===== src/rtl/ctrl_pkg.sv =====
// Shared definitions for the down-sampling processor control unit and its ALU:
// opcode map, ALU command codes, B-bus memory-data select and FSM state encoding.
package ctrl_pkg;

  localparam logic [3:0] OP_NOP   = 4'h0;
  localparam logic [3:0] OP_ADD   = 4'h1;
  localparam logic [3:0] OP_SUB   = 4'h2;
  localparam logic [3:0] OP_MUL   = 4'h3;
  localparam logic [3:0] OP_DIV   = 4'h4;
  localparam logic [3:0] OP_MOVE  = 4'h5;
  localparam logic [3:0] OP_LDAC  = 4'h6;
  localparam logic [3:0] OP_INC   = 4'h7;
  localparam logic [3:0] OP_DEC   = 4'h8;
  localparam logic [3:0] OP_CLAC  = 4'h9;
  localparam logic [3:0] OP_LOAD  = 4'hA;
  localparam logic [3:0] OP_STORE = 4'hB;
  localparam logic [3:0] OP_JUMP  = 4'hC;
  localparam logic [3:0] OP_JPNZ  = 4'hD;
  localparam logic [3:0] OP_JPZ   = 4'hE;
  localparam logic [3:0] OP_HALT  = 4'hF;

  localparam logic [3:0] ALU_HOLD = 4'b0000;
  localparam logic [3:0] ALU_ADD  = 4'b0001;
  localparam logic [3:0] ALU_SUB  = 4'b0010;
  localparam logic [3:0] ALU_MUL  = 4'b0011;
  localparam logic [3:0] ALU_DIV  = 4'b0100;
  localparam logic [3:0] ALU_MOVE = 4'b0101;
  localparam logic [3:0] ALU_LDAC = 4'b0110;
  localparam logic [3:0] ALU_INC  = 4'b0111;
  localparam logic [3:0] ALU_DEC  = 4'b1000;
  localparam logic [3:0] ALU_CLR  = 4'b1001;

  localparam logic [3:0] B_SEL_MDR = 4'hF;

  typedef enum logic [3:0] {
    ST_FETCH,
    ST_FWAIT,
    ST_LOADIR,
    ST_DECODE,
    ST_DWAIT,
    ST_EXEC,
    ST_STORE,
    ST_JUMP,
    ST_HALT
  } state_t;

  // Opcodes whose register operand drives the B bus during DECODE and EXEC.
  function automatic logic usesBReg(input logic [3:0] op);
    return (op == OP_ADD) || (op == OP_SUB) || (op == OP_MUL) ||
           (op == OP_DIV) || (op == OP_MOVE);
  endfunction

  function automatic logic [3:0] aluFor(input logic [3:0] op);
    logic [3:0] code;
    case (op)
      OP_ADD:  code = ALU_ADD;
      OP_SUB:  code = ALU_SUB;
      OP_MUL:  code = ALU_MUL;
      OP_DIV:  code = ALU_DIV;
      OP_MOVE: code = ALU_MOVE;
      OP_LDAC: code = ALU_LDAC;
      OP_INC:  code = ALU_INC;
      OP_DEC:  code = ALU_DEC;
      OP_CLAC: code = ALU_CLR;
      default: code = ALU_HOLD;
    endcase
    return code;
  endfunction

endpackage


===== src/rtl/ctrl_wait_timer.sv =====
// Loadable 4-bit down-counter that sticks at zero; done flags the final wait cycle.
module ctrl_wait_timer (
  input  logic       clock,
  input  logic       reset,
  input  logic       load,
  input  logic [3:0] value,
  output logic       done
);

  logic [3:0] count_q;

  always_ff @(posedge clock) begin
    if (reset) begin
      count_q <= 4'd0;
    end else if (load) begin
      count_q <= value;
    end else if (count_q != 4'd0) begin
      count_q <= count_q - 4'd1;
    end
  end

  assign done = (count_q == 4'd0);

endmodule


===== src/rtl/instr_decode_ctrl.sv =====
// Fetch/decode control unit issuing ALU commands, bus selects and PC/IR/memory strobes.
// Build option HW_MULDIV_EN: when defined MUL/DIV issue ALU codes, otherwise they run as NOP and flag illegal_op.
module instr_decode_ctrl
  import ctrl_pkg::*;
#(
  parameter int MEM_LAT = 2
) (
  input  logic        clock,
  input  logic        reset,
  input  logic [15:0] instr,
  input  logic        Z_in,
  output logic [3:0]  ALU_control,
  output logic [3:0]  B_sel,
  output logic        addr_sel,
  output logic        mem_rd,
  output logic        mem_wr,
  output logic        ir_load,
  output logic        pc_inc,
  output logic        pc_load,
  output logic        halted,
  output logic        illegal_op
);

  generate
    if (MEM_LAT < 1 || MEM_LAT > 15) begin : g_badLatency
      $error("instr_decode_ctrl: MEM_LAT must be in 1..15");
    end
  endgenerate

  // Timer counts down to zero, so each wait state lasts (load value + 1) cycles.
  localparam logic [3:0] FWAIT_LOAD = (MEM_LAT >= 2) ? 4'(MEM_LAT - 2) : 4'd0;
  localparam logic [3:0] DWAIT_LOAD = 4'(MEM_LAT - 1);

  state_t     state_q, state_d;
  logic       run_q;
  logic [3:0] aluCode_q, aluCode_d;
  logic       illegal_q, illegal_d;
  logic       taken_q, taken_d;
  logic       timerLoad;
  logic [3:0] timerValue;
  logic       timerDone;
  logic [3:0] op;
  logic       unusedBits;

  assign op         = instr[15:12];
  assign unusedBits = ^instr[11:4];

  ctrl_wait_timer u_waitTimer (
    .clock (clock),
    .reset (reset),
    .load  (timerLoad),
    .value (timerValue),
    .done  (timerDone)
  );

  // run_q holds off the first fetch for one cycle so everything reads 0 right after reset.
  always_ff @(posedge clock) begin
    if (reset) begin
      state_q   <= ST_FETCH;
      run_q     <= 1'b0;
      aluCode_q <= ALU_HOLD;
      illegal_q <= 1'b0;
      taken_q   <= 1'b0;
    end else begin
      state_q   <= state_d;
      run_q     <= 1'b1;
      aluCode_q <= aluCode_d;
      illegal_q <= illegal_d;
      taken_q   <= taken_d;
    end
  end

  always_comb begin
    state_d    = state_q;
    aluCode_d  = aluCode_q;
    illegal_d  = illegal_q;
    taken_d    = taken_q;
    timerLoad  = 1'b0;
    timerValue = FWAIT_LOAD;
    case (state_q)
      ST_FETCH: begin
        if (run_q) begin
          if (MEM_LAT == 1) begin
            state_d = ST_LOADIR;
          end else begin
            timerLoad = 1'b1;
            state_d   = ST_FWAIT;
          end
        end
      end
      ST_FWAIT:  if (timerDone) state_d = ST_LOADIR;
      ST_LOADIR: state_d = ST_DECODE;
      ST_DECODE: begin
        // Capture the command and branch decision so EXEC/JUMP outputs come from registers.
        aluCode_d = aluFor(op);
        illegal_d = 1'b0;
        taken_d   = 1'b0;
        case (op)
          OP_MUL, OP_DIV: begin
`ifdef HW_MULDIV_EN
            aluCode_d = aluFor(op);
`else
            aluCode_d = ALU_HOLD;
            illegal_d = 1'b1;
`endif
            state_d = ST_EXEC;
          end
          OP_LOAD: begin
            aluCode_d  = ALU_MOVE;
            timerLoad  = 1'b1;
            timerValue = DWAIT_LOAD;
            state_d    = ST_DWAIT;
          end
          OP_STORE: state_d = ST_STORE;
          OP_JUMP: begin
            taken_d = 1'b1;
            state_d = ST_JUMP;
          end
          OP_JPNZ: begin
            taken_d = ~Z_in;
            state_d = ST_JUMP;
          end
          OP_JPZ: begin
            taken_d = Z_in;
            state_d = ST_JUMP;
          end
          OP_HALT: state_d = ST_HALT;
          default: state_d = ST_EXEC;
        endcase
      end
      ST_DWAIT: if (timerDone) state_d = ST_EXEC;
      ST_EXEC, ST_STORE, ST_JUMP: state_d = ST_FETCH;
      ST_HALT: state_d = ST_HALT;
      default: state_d = ST_FETCH;
    endcase
  end

  always_comb begin
    B_sel = 4'h0;
    if ((state_q == ST_DECODE || state_q == ST_EXEC) && usesBReg(op)) begin
      B_sel = instr[3:0];
    end else if (state_q == ST_EXEC && op == OP_LOAD) begin
      B_sel = B_SEL_MDR;
    end
  end

  assign ALU_control = (state_q == ST_EXEC) ? aluCode_q : ALU_HOLD;
  assign illegal_op  = (state_q == ST_EXEC) && illegal_q;
  assign mem_rd      = (state_q == ST_FETCH && run_q) || (state_q == ST_FWAIT) ||
                       (state_q == ST_DWAIT);
  assign addr_sel    = (state_q == ST_DWAIT) || (state_q == ST_STORE);
  assign mem_wr      = (state_q == ST_STORE);
  assign ir_load     = (state_q == ST_LOADIR);
  assign pc_inc      = (state_q == ST_LOADIR);
  assign pc_load     = (state_q == ST_JUMP) && taken_q;
  assign halted      = (state_q == ST_HALT);

endmodule

===== config.mk =====
export PLATFORM = sky130hd
export DESIGN_NAME = instr_decode_ctrl
export DESIGN_NICKNAME = d
export VERILOG_FILES = /design/src/rtl/ctrl_pkg.sv /design/src/rtl/ctrl_wait_timer.sv /design/src/rtl/instr_decode_ctrl.sv
export SDC_FILE = /design/constraint.sdc
export NUM_CORES = 1
export LEC_CHECK = 0
export BUFFER_PORTS_ARGS = -buffer_cell sky130_fd_sc_hd__buf_2
export CORE_MARGIN = 2
export CORE_UTILIZATION = 39
export CTS_CLUSTER_DIAMETER = 100
export CTS_CLUSTER_SIZE = 28
export DETAILED_ROUTE_END_ITERATION = 16
export PLACE_DENSITY_LB_ADDON = 0.12
export SYNTH_ARGS = -nofsm -noshare
export SYNTH_HDL_FRONTEND = slang
export SYNTH_SLANG_ARGS = --single-unit
export TNS_END_PERCENT = 100

===== constraint.sdc =====
create_clock -name clock -period 3.33 [get_ports clock]
set_input_delay 0.666 -clock clock [delete_from_list [all_inputs] [get_ports clock]]
set_output_delay 0.666 -clock clock [all_outputs]
set_load 0.1 [all_outputs]

Yosys cells after proc, flatten, opt, wreduce, memory -nomap -nowiden
Memories as Yosys holds them, arrays and structs flattened.
Index checks and enable logic that the tools add are counted.
W data, S select, Z words.

storage, ports and cells
  flip-flop bits (word level) = 15
  bits in read-only memories = 64
  input bits = 19
  logic and storage cells = 70
  memories = 1

memory list
  memory           depth  bits a word  read ports  clocked after memory_dff  write ports  line            source
  (no name shown)  16     4            1           0                         0            ctrl_pkg.sv:55  case (op)

cells by class
  add/sub/neg operators = 1
  eq/ne operators = 22
  multiplexer cells = 19
  bitwise gates (word level) = 1
  reduce and logical (&&, ||, !) cells = 20

operator list
  cell                   count
  $mux W4                8
  $eq A4 B4 Y1 const B   7
  $eq A4 B3 Y1 const B   6
  $pmux W4 S6            1
  $eq A4 B2 Y1 const B   4
  $pmux W4 S4            1
  $eq A4 B1 Y1 const B   2
  $logic_not A4 Y1       2
  $logic_or A1 B1 Y1     8
  $pmux W4 S2            1
  $mux W1                6
  $ne A2 B2 Y1 const B   3
  $logic_and A1 B1 Y1    5
  $reduce_bool A4 Y1     1
  $sub A4 B1 Y4 const B  1
  $pmux W1 S3            1
  $reduce_and A3 Y1      1
  $reduce_or A3 Y1       1
  $pmux W1 S2            1
  $reduce_bool A2 Y1     1
  $reduce_or A2 Y1       1
  $not A1 Y1             1

Logic depth before layout (Yosys ltp)
Gate-level depths: netlist (run 1).

  depth in word-level cells = 7
  mapped depth = 5
  mapped depth without buffers = 5

Cells and area by module
From an unflattened synthesis (run 1), not the netlist that was laid out.

unflattened totals
  cells, all modules = 134
  area, all modules = 1057.3 µm²

modules (own cells, without submodules)
  module             times used  cells an instance  area each (µm²)
  instr_decode_ctrl  1           110                828.3
  ctrl_wait_timer    1           24                 229.0

Worst setup path before layout (run 1)
Ideal clock, no wire load.

  path kind = register to output
  from = register state_q[0]
  to = output port mem_rd
  arrival = 5338 ps
  data required time = 2664 ps
  slack = -2674 ps
  cell stages (with the launch flop) = 4
  buffers on the path = 1
  cells stage by stage = dfxtp_1 buf_4 nor3_1 a2111oi_0

on the way
  longest elaborated chain between the ends = 4

RTL lines
  what                    line                      source
  start, declared         instr_decode_ctrl.sv:34   state_t state_q, state_d;
  start signal, assigned  instr_decode_ctrl.sv:65   state_q <= state_d;
  $logic_not A4 Y1        instr_decode_ctrl.sv:149  assign mem_rd = (state_q == ST_FETCH && run_q) || (state_q == ST_FWAIT) ||
  $logic_and A1 B1 Y1     instr_decode_ctrl.sv:149
  $logic_or A1 B1 Y1      instr_decode_ctrl.sv:149
  $logic_or A1 B1 Y1 (*)  instr_decode_ctrl.sv:149
  end, declared           instr_decode_ctrl.sv:15   output logic mem_rd,

Every way passes the cells marked *; elsewhere a longest branch is shown, timed or not.

Worst setup path in the final report (run 1)
  from = register state_q[1]
  to = output port B_sel[0]

on the way
  longest elaborated chain between the ends = 4

RTL lines
  what                                                              line                                                source
  $eq A4 B3 Y1 / $eq A4 B2 Y1 (equally long branches)               instr_decode_ctrl.sv:140, instr_decode_ctrl.sv:142
  $logic_and A1 B1 Y1 / $logic_or A1 B1 Y1 (equally long branches)  instr_decode_ctrl.sv:142, instr_decode_ctrl.sv:140
  $mux W4 / $logic_and A1 B1 Y1 (equally long branches)             instr_decode_ctrl.sv:142, instr_decode_ctrl.sv:140
  $mux W4 (*)                                                       instr_decode_ctrl.sv:140                            if ((state_q == ST_DECODE || state_q == ST_EXEC) && usesBReg(op)) begin
  end, declared                                                     instr_decode_ctrl.sv:13                             output logic [3:0] B_sel,

Marks and branches as above.

==> flow_summary.ini, run 1 <==
[pwr]
power.share.switching = 0.5117
finalPower_w = 0.0008720
sequentialPowerShare = 0.346
p_sw_w = 0.0004462
clock_power_share = 0.121
p_leak_nw = 0.5122
vdd_ir_drop_max_v = 0.0004456
power-per-cell-area_mw_per_mm2 = 743.0
p_int_w = 0.0004258
comb_power_share = 0.533

[timing]
setup_slack_ps = 583.4
finalCriticalPeriod_ps = 2747
fin_crit_sh = 0.8248
maxSlewHeadroom = 0.5523
tightest_slew_ps = 670.6
rsz0062_at_grt = false
fmaxAchievable_mhz = 364.1
setup_violations = 0
finalClockSkew_ps = 0.6323
setup_tns_ps = 0
final_hold_viol_count = 0
slew_viol_final = 0

[status]
status = finished, final reports clean

[global_routing]
grt.total_usage = 0.1559
grt_pass1_wl_mm = 3.877
grt_max_degree = 18
grt_pass1_vias = 861
grt-ovfl-total = 0
antenna_found_initial = 0

[critical_path]
startpoint_type = flip-flop
cp.arrival_ps = 2080
worstPathMaxFanout = 17
cp.required_ps = 2660
criticalPathCategory = reg2out
crit_path_end_kind = output pin

[clocking]
cts_buffer_depth = 2
ctsHoldBuffers = 0
cts_sinks = 15
cts_tree = done
cts.htree.levels = 1
clk_pin_slew_ps = 90
postCtsSetupBuffers = 0
cts_buffers = 3
clock_latency_ps = 280
cts_resized = 0
root_buffer = clkbuf_4

[finish]
syn_to_final_growth_pct = 14.25
register_area_sq_um = 300.3
drive_gt1_frac = 0.2585
fin_nets = 168
antenna_cells = 0
multi_input_area_sq_um = 645.6
num-fill-cells = 269

[drt]
vias = 956
drcViolationCount = 0
ant_nets = 0
drt-initial-drc-count = 2
wirelength_mm = 2.366
wl_per_cell_microns = 13.37
dr.pass1.iters = 3
vias_per_cell = 5.401

[yosys]
ys.flop_type = dfxtp_1
synth_seq_area_share = 0.2923
ys_ff_latch = 15
synth_area_sq_mm = 0.001027
ys_types = 43
async_flop_share = 0
ys_warn_count = 0
syn_avg_cell_area_sq_um = 7.963
synth_edf_count = 0
synthCells = 129
syn_nets = 149

[floorplanning]
die_area_sq_mm = 0.003060
num_rows = 18
die_w_microns = 55.32
initial_utilization = 0.4146
pin_count = 35
coreArea_sq_mm = 0.002477
fp.dieH_microns = 55.32

[place]
io_buffers = 26
pre_cts_slack_ps = 785.9
hpwl_mm = 1.689
finalWeightedCongestion = 0.7471

[worst_hold_path]
min_path_type = reg2reg

[flow_run]
max_cap_viol_count = 0
worst max-delay path, cell delays in order (launching register included):
cell and delay [ps]:
dfxtp_1 760, xor2_1 200, nand4_1 170, o21ai_0 210
buf_2 460
synth_stat cells (2+ instances only):
cell,count,area share
nand2b_1,2,0.012
a2111oi_0,2,0.017
buf_2,4,0.019
o21ai_0,7,0.034
nand4_1,3,0.018
dfxtp_1,15,0.29
nor2_1,6,0.022
and4bb_2,2,0.024
mux2i_1,4,0.039
or3_1,2,0.012
clkbuf_1,4,0.015
inv_1,9,0.033
nor3b_1,4,0.029
nand2_1,10,0.037
nor2b_1,4,0.024
a21oi_1,11,0.054
buf_4,2,0.015
a31oi_1,2,0.012
and2_1,6,0.037
o211ai_1,3,0.022
nor3_1,5,0.024
registers in the layout (all words and copies together) (netlist names):
| name | flops |
|---|---|
| illegal_q | 1 |
| aluCode_q | 4 |
| taken_q | 1 |
| u_waitTimer.count_q | 4 |
| run_q | 1 |
| state_q | 4 |
cells in the final DEF (no fill, tap or decap), drive strengths merged, types with 2 or more instances in the layout:
| cell | netlist | final |
|---|---|---|
| buf | 8 | 26 |
| dfxtp | 15 | 15 |
| a21oi | 11 | 11 |
| nand2 | 10 | 10 |
| inv | 9 | 9 |
| o21ai | 7 | 7 |
| and2 | 6 | 6 |
| nor2 | 6 | 6 |
| nor3b | 5 | 5 |
| nor3 | 5 | 5 |
| mux2i | 4 | 4 |
| nor2b | 4 | 4 |
| clkbuf | 4 | 4 |
| nand4 | 3 | 3 |
| o211ai | 3 | 3 |
| and4bb | 3 | 3 |
| nand2b | 2 | 2 |
| or3 | 2 | 2 |
| a31oi | 2 | 2 |
| a2111oi | 2 | 2 |
through the flow:
step,cells,hold WS [ps],utilization,cell area [sq um]
after floorplan,129,427.3,-,1045
after global placement,173,439.2,0.4631,1147
after detailed placement,173,449.5,0.4631,1147
after CTS,177,464.5,0.4737,1174
after global routing,177,482.9,0.4737,1174
final,177,457.7,0.4737,1174
final cells by class:
class / instances / share of cell area
tap: 30 / 0.03198
timing repair buffer: 26 / 0.1109
multi-input combinational: 93 / 0.5501
sequential: 15 / 0.2559
clock buffer: 4 / 0.02239
inverter: 9 / 0.02878
cells by family after synthesis:
group,after synthesis,share of synthesized area
fa+ha+maj,1,0.01218
compound gates,31,0.1949
mux,4,0.03898
buf+inv,21,0.09621
simple gates,55,0.3484
xor+xnor,2,0.01706
flops,15,0.2923
layer usage:
metal  routed length, microns  global-route usage  part of all wire  up-vias
met5                        0                   0                 0        -
met4                       10             0.03136            0.0042        0
met3                       83             0.04918             0.035        2
met2                     1169              0.2585              0.49       14
met1                     1102              0.1986              0.47      440
li1                         -                   -                 -      500
power by group through the flow:
stage	clock, W	combinational, W	sequential, W
floorplan	0	0.000470	0.000247
global placement	0	0.000463	0.000301
detailed placement	0	0.000466	0.000304
CTS	0.000113	0.000470	0.000300
global route	0.000120	0.000509	0.000313
finish	0.000105	0.000465	0.000302
worst paths after layout:
path	from	to	slack [ps]	cells past startpoint
min reg2reg	aluCode_q[3]	aluCode_q[3]	460	2
max	state_q[1]	B_sel[0]	580	4
min	aluCode_q[3]	aluCode_q[3]	460	2
max reg2reg	state_q[2]	u_waitTimer.count_q[1]	1640	3
Power figures use the tool's default switching activity.
==> run 2: changes to the inputs <==
clock period = 2.6 ns   (was 3.33 ns; I/O delays follow)
==> flow_summary.ini, run 2 (synthesis gave the netlist of run 1 again) <==
[clocking]
ctsHoldBuffers = 0
postCtsSetupBuffers = 0
root_buffer = clkbuf_4
clk_pin_slew_ps = 90
cts_resized = 0
cts.htree.levels = 1
cts_tree = done
cts_sinks = 15
cts_buffer_depth = 2
cts_buffers = 3
clock_latency_ps = 290

[floorplanning]
num_rows = 18
pin_count = 35
initial_utilization = 0.4146
fp.dieH_microns = 55.32
die_area_sq_mm = 0.003060
coreArea_sq_mm = 0.002477
die_w_microns = 55.32

[critical_path]
reg2reg_from = state_q[1]
cp.required_ps = 2080
r2r_cells = 4
criticalPathCategory = reg2out
crit_path_end_kind = output pin
r2r_end = u_waitTimer.count_q[1]
worst_path_max_delay_cell = dfxtp_1
reg2reg_setup_slack_ps = 950
cp.arrival_ps = 1890
worstPathMaxFanout = 12
slowest_delay_ps = 580
startpoint_type = flip-flop
path_cells = and4bb_2 > nand2_1 > o21ai_1 > buf_2
critPathCapture = B_sel[3]
startpoint = state_q[2]

[drt]
ant_nets = 0
wirelength_mm = 2.399
vias_per_cell = 5.450
vias = 981
drcViolationCount = 0
wl_per_cell_microns = 13.33
drt-initial-drc-count = 12
dr.pass1.iters = 4

[finish]
post-route-util = 0.4924
syn_to_final_growth_pct = 18.76
final_common_cell = buf_2
most-common-layout-cells = 26 x buf_2, 15 x dfxtp_1, 11 x a21oi_1
drive_gt1_frac = 0.2867
instances_no_fill = 180
antenna_cells = 0
fin_nets = 171
largest_registers = aluCode_q: 4 flops, state_q: 4 flops, u_waitTimer.count_q: 4 flops

[timing]
setup_slack_ps = 193.5
slew_viol_final = 0
maxSlewHeadroom = 0.6646
finalClockSkew_ps = 2.228
final_hold_viol_count = 0
rsz0062_at_grt = false
fmaxAchievable_mhz = 415.5
finalCriticalPeriod_ps = 2406
fin_crit_sh = 0.9256
setup_violations = 0
tightest_slew_ps = 502.4

[place]
finalWeightedCongestion = 0.7350
pre_cts_slack_ps = 357.1
io_buffers = 26
hpwl_mm = 1.758
dp.cells = 176

[global_routing]
grt-ovfl-total = 0
grt_pass1_wl_mm = 3.919
grt_max_degree = 15
antenna_found_initial = 0
grt_pass1_vias = 840
grt.total_usage = 0.1589

[worst_hold_path]
min_path_type = reg2reg

[pwr]
power-per-cell-area_mw_per_mm2 = 957.0
vdd_ir_drop_max_v = 0.0005774
p_leak_nw = 0.5302

[flow_run]
max_cap_viol_count = 0

[status]
status = finished, final reports clean
==> run 2: power breakdown <==
group	switching, W	leakage, nW	internal [W]
Clock	0.0000801	0.0177	0.0000572
Sequential	0.0000659	0.122	0.000278
Combinational	0.000448	0.390	0.000238
==> run 2: metal layers <==
metal,up-vias,global-route usage,share of wire
met4,0,0.06969,0.015
met1,456,0.2092,0.46
met2,16,0.2415,0.48
li1,505,-,-
met3,4,0.04450,0.040
met5,-,0,0
==> run 2: worst max-delay path: cells and delay by family (launching register included) <==
| kind | cells | cell delay [ps] |
|---|---|---|
| AOI/OAI and AO/OA | 1 | 90 |
| buffers and inverters | 1 | 440 |
| DFF | 1 | 580 |
| and+or+nand+nor | 2 | 490 |
==> run 2: worst min-delay path by stage <==
stage          depth (start not counted)            to  slack, ps         start
2_1_floorplan                          2  aluCode_q[3]        430  aluCode_q[3]
3_3_place_gp                           2  aluCode_q[3]        440  aluCode_q[3]
3_5_place_dp                           2  aluCode_q[3]        440  aluCode_q[3]
4_1_cts                                2  aluCode_q[3]        450  aluCode_q[3]
5_1_grt                                2  aluCode_q[3]        470  aluCode_q[3]
6_report                               2  aluCode_q[3]        450  aluCode_q[3]
==> run 2: through the flow <==
stage                     instance area [sq um]  hold slack, ps  setup TNS [ps]  total power (W)
after global routing                       1220           472.8               0         0.001244
after floorplan                            1067           427.3           -1671        0.0009407
after detailed placement                   1192           441.9               0         0.001035
final                                      1220           452.6               0         0.001168
after global placement                     1192           436.8               0         0.001025
after CTS                                  1220           454.3               0         0.001178
==> run 2: cell type report <==
cell class / count / area, sq um
multi-input cells: 93 / 668.1
fillers: 262 / 1257
repair buffers: 29 / 152.6
flip-flops and latches: 15 / 300.3
well taps: 30 / 37.54
clock inverters: 1 / 5.005
clock buffers: 3 / 22.52
inverters: 9 / 33.78
==> run 3: changes to the inputs <==
CORE_UTILIZATION = 49   (was 39)
==> flow_summary.ini, run 3 (synthesis gave the netlist of run 1 again) <==
[status]
status = finished, final reports clean

[floorplanning]
coreArea_sq_mm = 0.001962
die_w_microns = 49.79
num_rows = 16
pin_count = 35
initial_utilization = 0.5236
die_area_sq_mm = 0.002479
fp.dieH_microns = 49.79

[timing]
finalClockSkew_ps = 0.6244
tightest_slew_ps = 481.2
fmaxAchievable_mhz = 418.2
fin_crit_sh = 0.9197
finalCriticalPeriod_ps = 2391
setup_violations = 0
final_hold_viol_count = 0
rsz0062_at_grt = false
maxSlewHeadroom = 0.6763
slew_viol_final = 0
setup_slack_ps = 208.9

[drt]
vias_per_cell = 5.435
wirelength_mm = 2.283
ant_nets = 0
drt-initial-drc-count = 17
wl_per_cell_microns = 12.90
vias = 962
drcViolationCount = 0
dr.pass1.iters = 4

[critical_path]
path_depth = 4
cp.required_ps = 2080
path_cells = and4bb_2 > nand2_1 > o21ai_1 > buf_2
worst_path_max_delay_cell = dfxtp_1
startpoint_type = flip-flop
cp_top_family = flip-flops
criticalPathCategory = reg2out
cp.arrival_ps = 1870
worstPathMaxFanout = 8
slowest_delay_ps = 560
r2r_cells = 4
crit_path_end_kind = output pin
path_buf_inv = 1

[clocking]
clock_latency_ps = 280
cts_buffers = 3
cts_resized = 0
ctsHoldBuffers = 0
clk_pin_slew_ps = 80
cts_tree = done
cts_sinks = 15
cts_buffer_depth = 2
postCtsSetupBuffers = 0
root_buffer = clkbuf_4
cts.htree.levels = 1

[pwr]
vdd_ir_drop_max_v = 0.0006192
power-per-cell-area_mw_per_mm2 = 956.2
p_int_w = 0.0005764
power.share.switching = 0.5038
comb_power_share = 0.587
p_leak_nw = 0.5275
sequentialPowerShare = 0.301
p_sw_w = 0.0005853
clock_power_share = 0.113

[global_routing]
grt_max_degree = 15
grt_pass1_vias = 839
grt.total_usage = 0.1987
antenna_found_initial = 0
grt-ovfl-total = 0
grt_pass1_wl_mm = 3.870

[finish]
final_common_cell = buf_2
syn_to_final_growth_pct = 18.27
drive_gt1_frac = 0.2800
largest_registers = aluCode_q: 4 flops, state_q: 4 flops, u_waitTimer.count_q: 4 flops
most-common-layout-cells = 26 x buf_2, 15 x dfxtp_1, 11 x a21oi_1
post-route-util = 0.6193
fin_nets = 171
num-fill-cells = 203
antenna_cells = 0

[place]
finalWeightedCongestion = 0.7659
pre_cts_slack_ps = 348.7
io_buffers = 26
hpwl_mm = 1.698

[worst_hold_path]
min_path_type = reg2reg
min_path_cells = 2

[flow_run]
max_cap_viol_count = 0
-- run 3: cell count changes in the layout (fill, tap and decap cells not counted) --
cell / delta
clkinv_2: -1
clkbuf_1: +1
-- run 3: cell type report --
class,instances,area [sq um],share of cell area
Inverter,9,33.78,0.02781
Sequential cell,15,300.3,0.2472
Multi-Input combinational cell,93,668.1,0.5499
Tap cell,27,33.78,0.02781
Timing Repair Buffer,29,152.6,0.1256
Clock buffer,4,26.28,0.02163
-- run 3: worst reg2reg max path: cells and delay by family (launching register included) --
family,cells,cell delay [ps]
buffers and inverters,1,230
DFF,1,560
AOI/OAI and AO/OA,1,360
and+or+nand+nor,2,520
-- run 3: per-layer routing --
metal / up-vias / part of all wire / GRT usage
li1: 505 / - / -
met1: 441 / 0.48 / 0.2707
met2: 16 / 0.49 / 0.3267
met4: 0 / 0 / 0.01389
met5: - / 0 / 0
met3: 0 / 0.031 / 0.05455
-- run 3: metrics by stage --
step / setup TNS (ps) / instance area (sq um) / total power, W / instances / hold WS (ps)
final: 0 / 1215 / 0.001162 / 177 / 456.8
after global routing: 0 / 1215 / 0.001236 / 177 / 484.4
after CTS: 0 / 1215 / 0.001171 / 177 / 456.5
after detailed placement: 0 / 1189 / 0.001037 / 173 / 443.7
after global placement: 0 / 1189 / 0.001019 / 173 / 436.8
after floorplan: -1671 / 1067 / 0.0009407 / 129 / 427.3
-- run 3: power by group through the flow --
stage                     Sequential (W)  Clock, W  Combinational, W
after global routing            0.000356  0.000147          0.000733
after floorplan                 0.000317         0          0.000624
after CTS                       0.000349  0.000137          0.000686
after detailed placement        0.000354         0          0.000683
final                           0.000350  0.000131          0.000681
after global placement          0.000351         0          0.000667
-- run 3: worst paths after layout --
path                                 start                      to  slack [ps]
worst max register to register  state_q[2]  u_waitTimer.count_q[1]         890
worst min register to register   illegal_q               illegal_q         460
worst min-delay path             illegal_q               illegal_q         460
worst max-delay path            state_q[2]                B_sel[1]         210
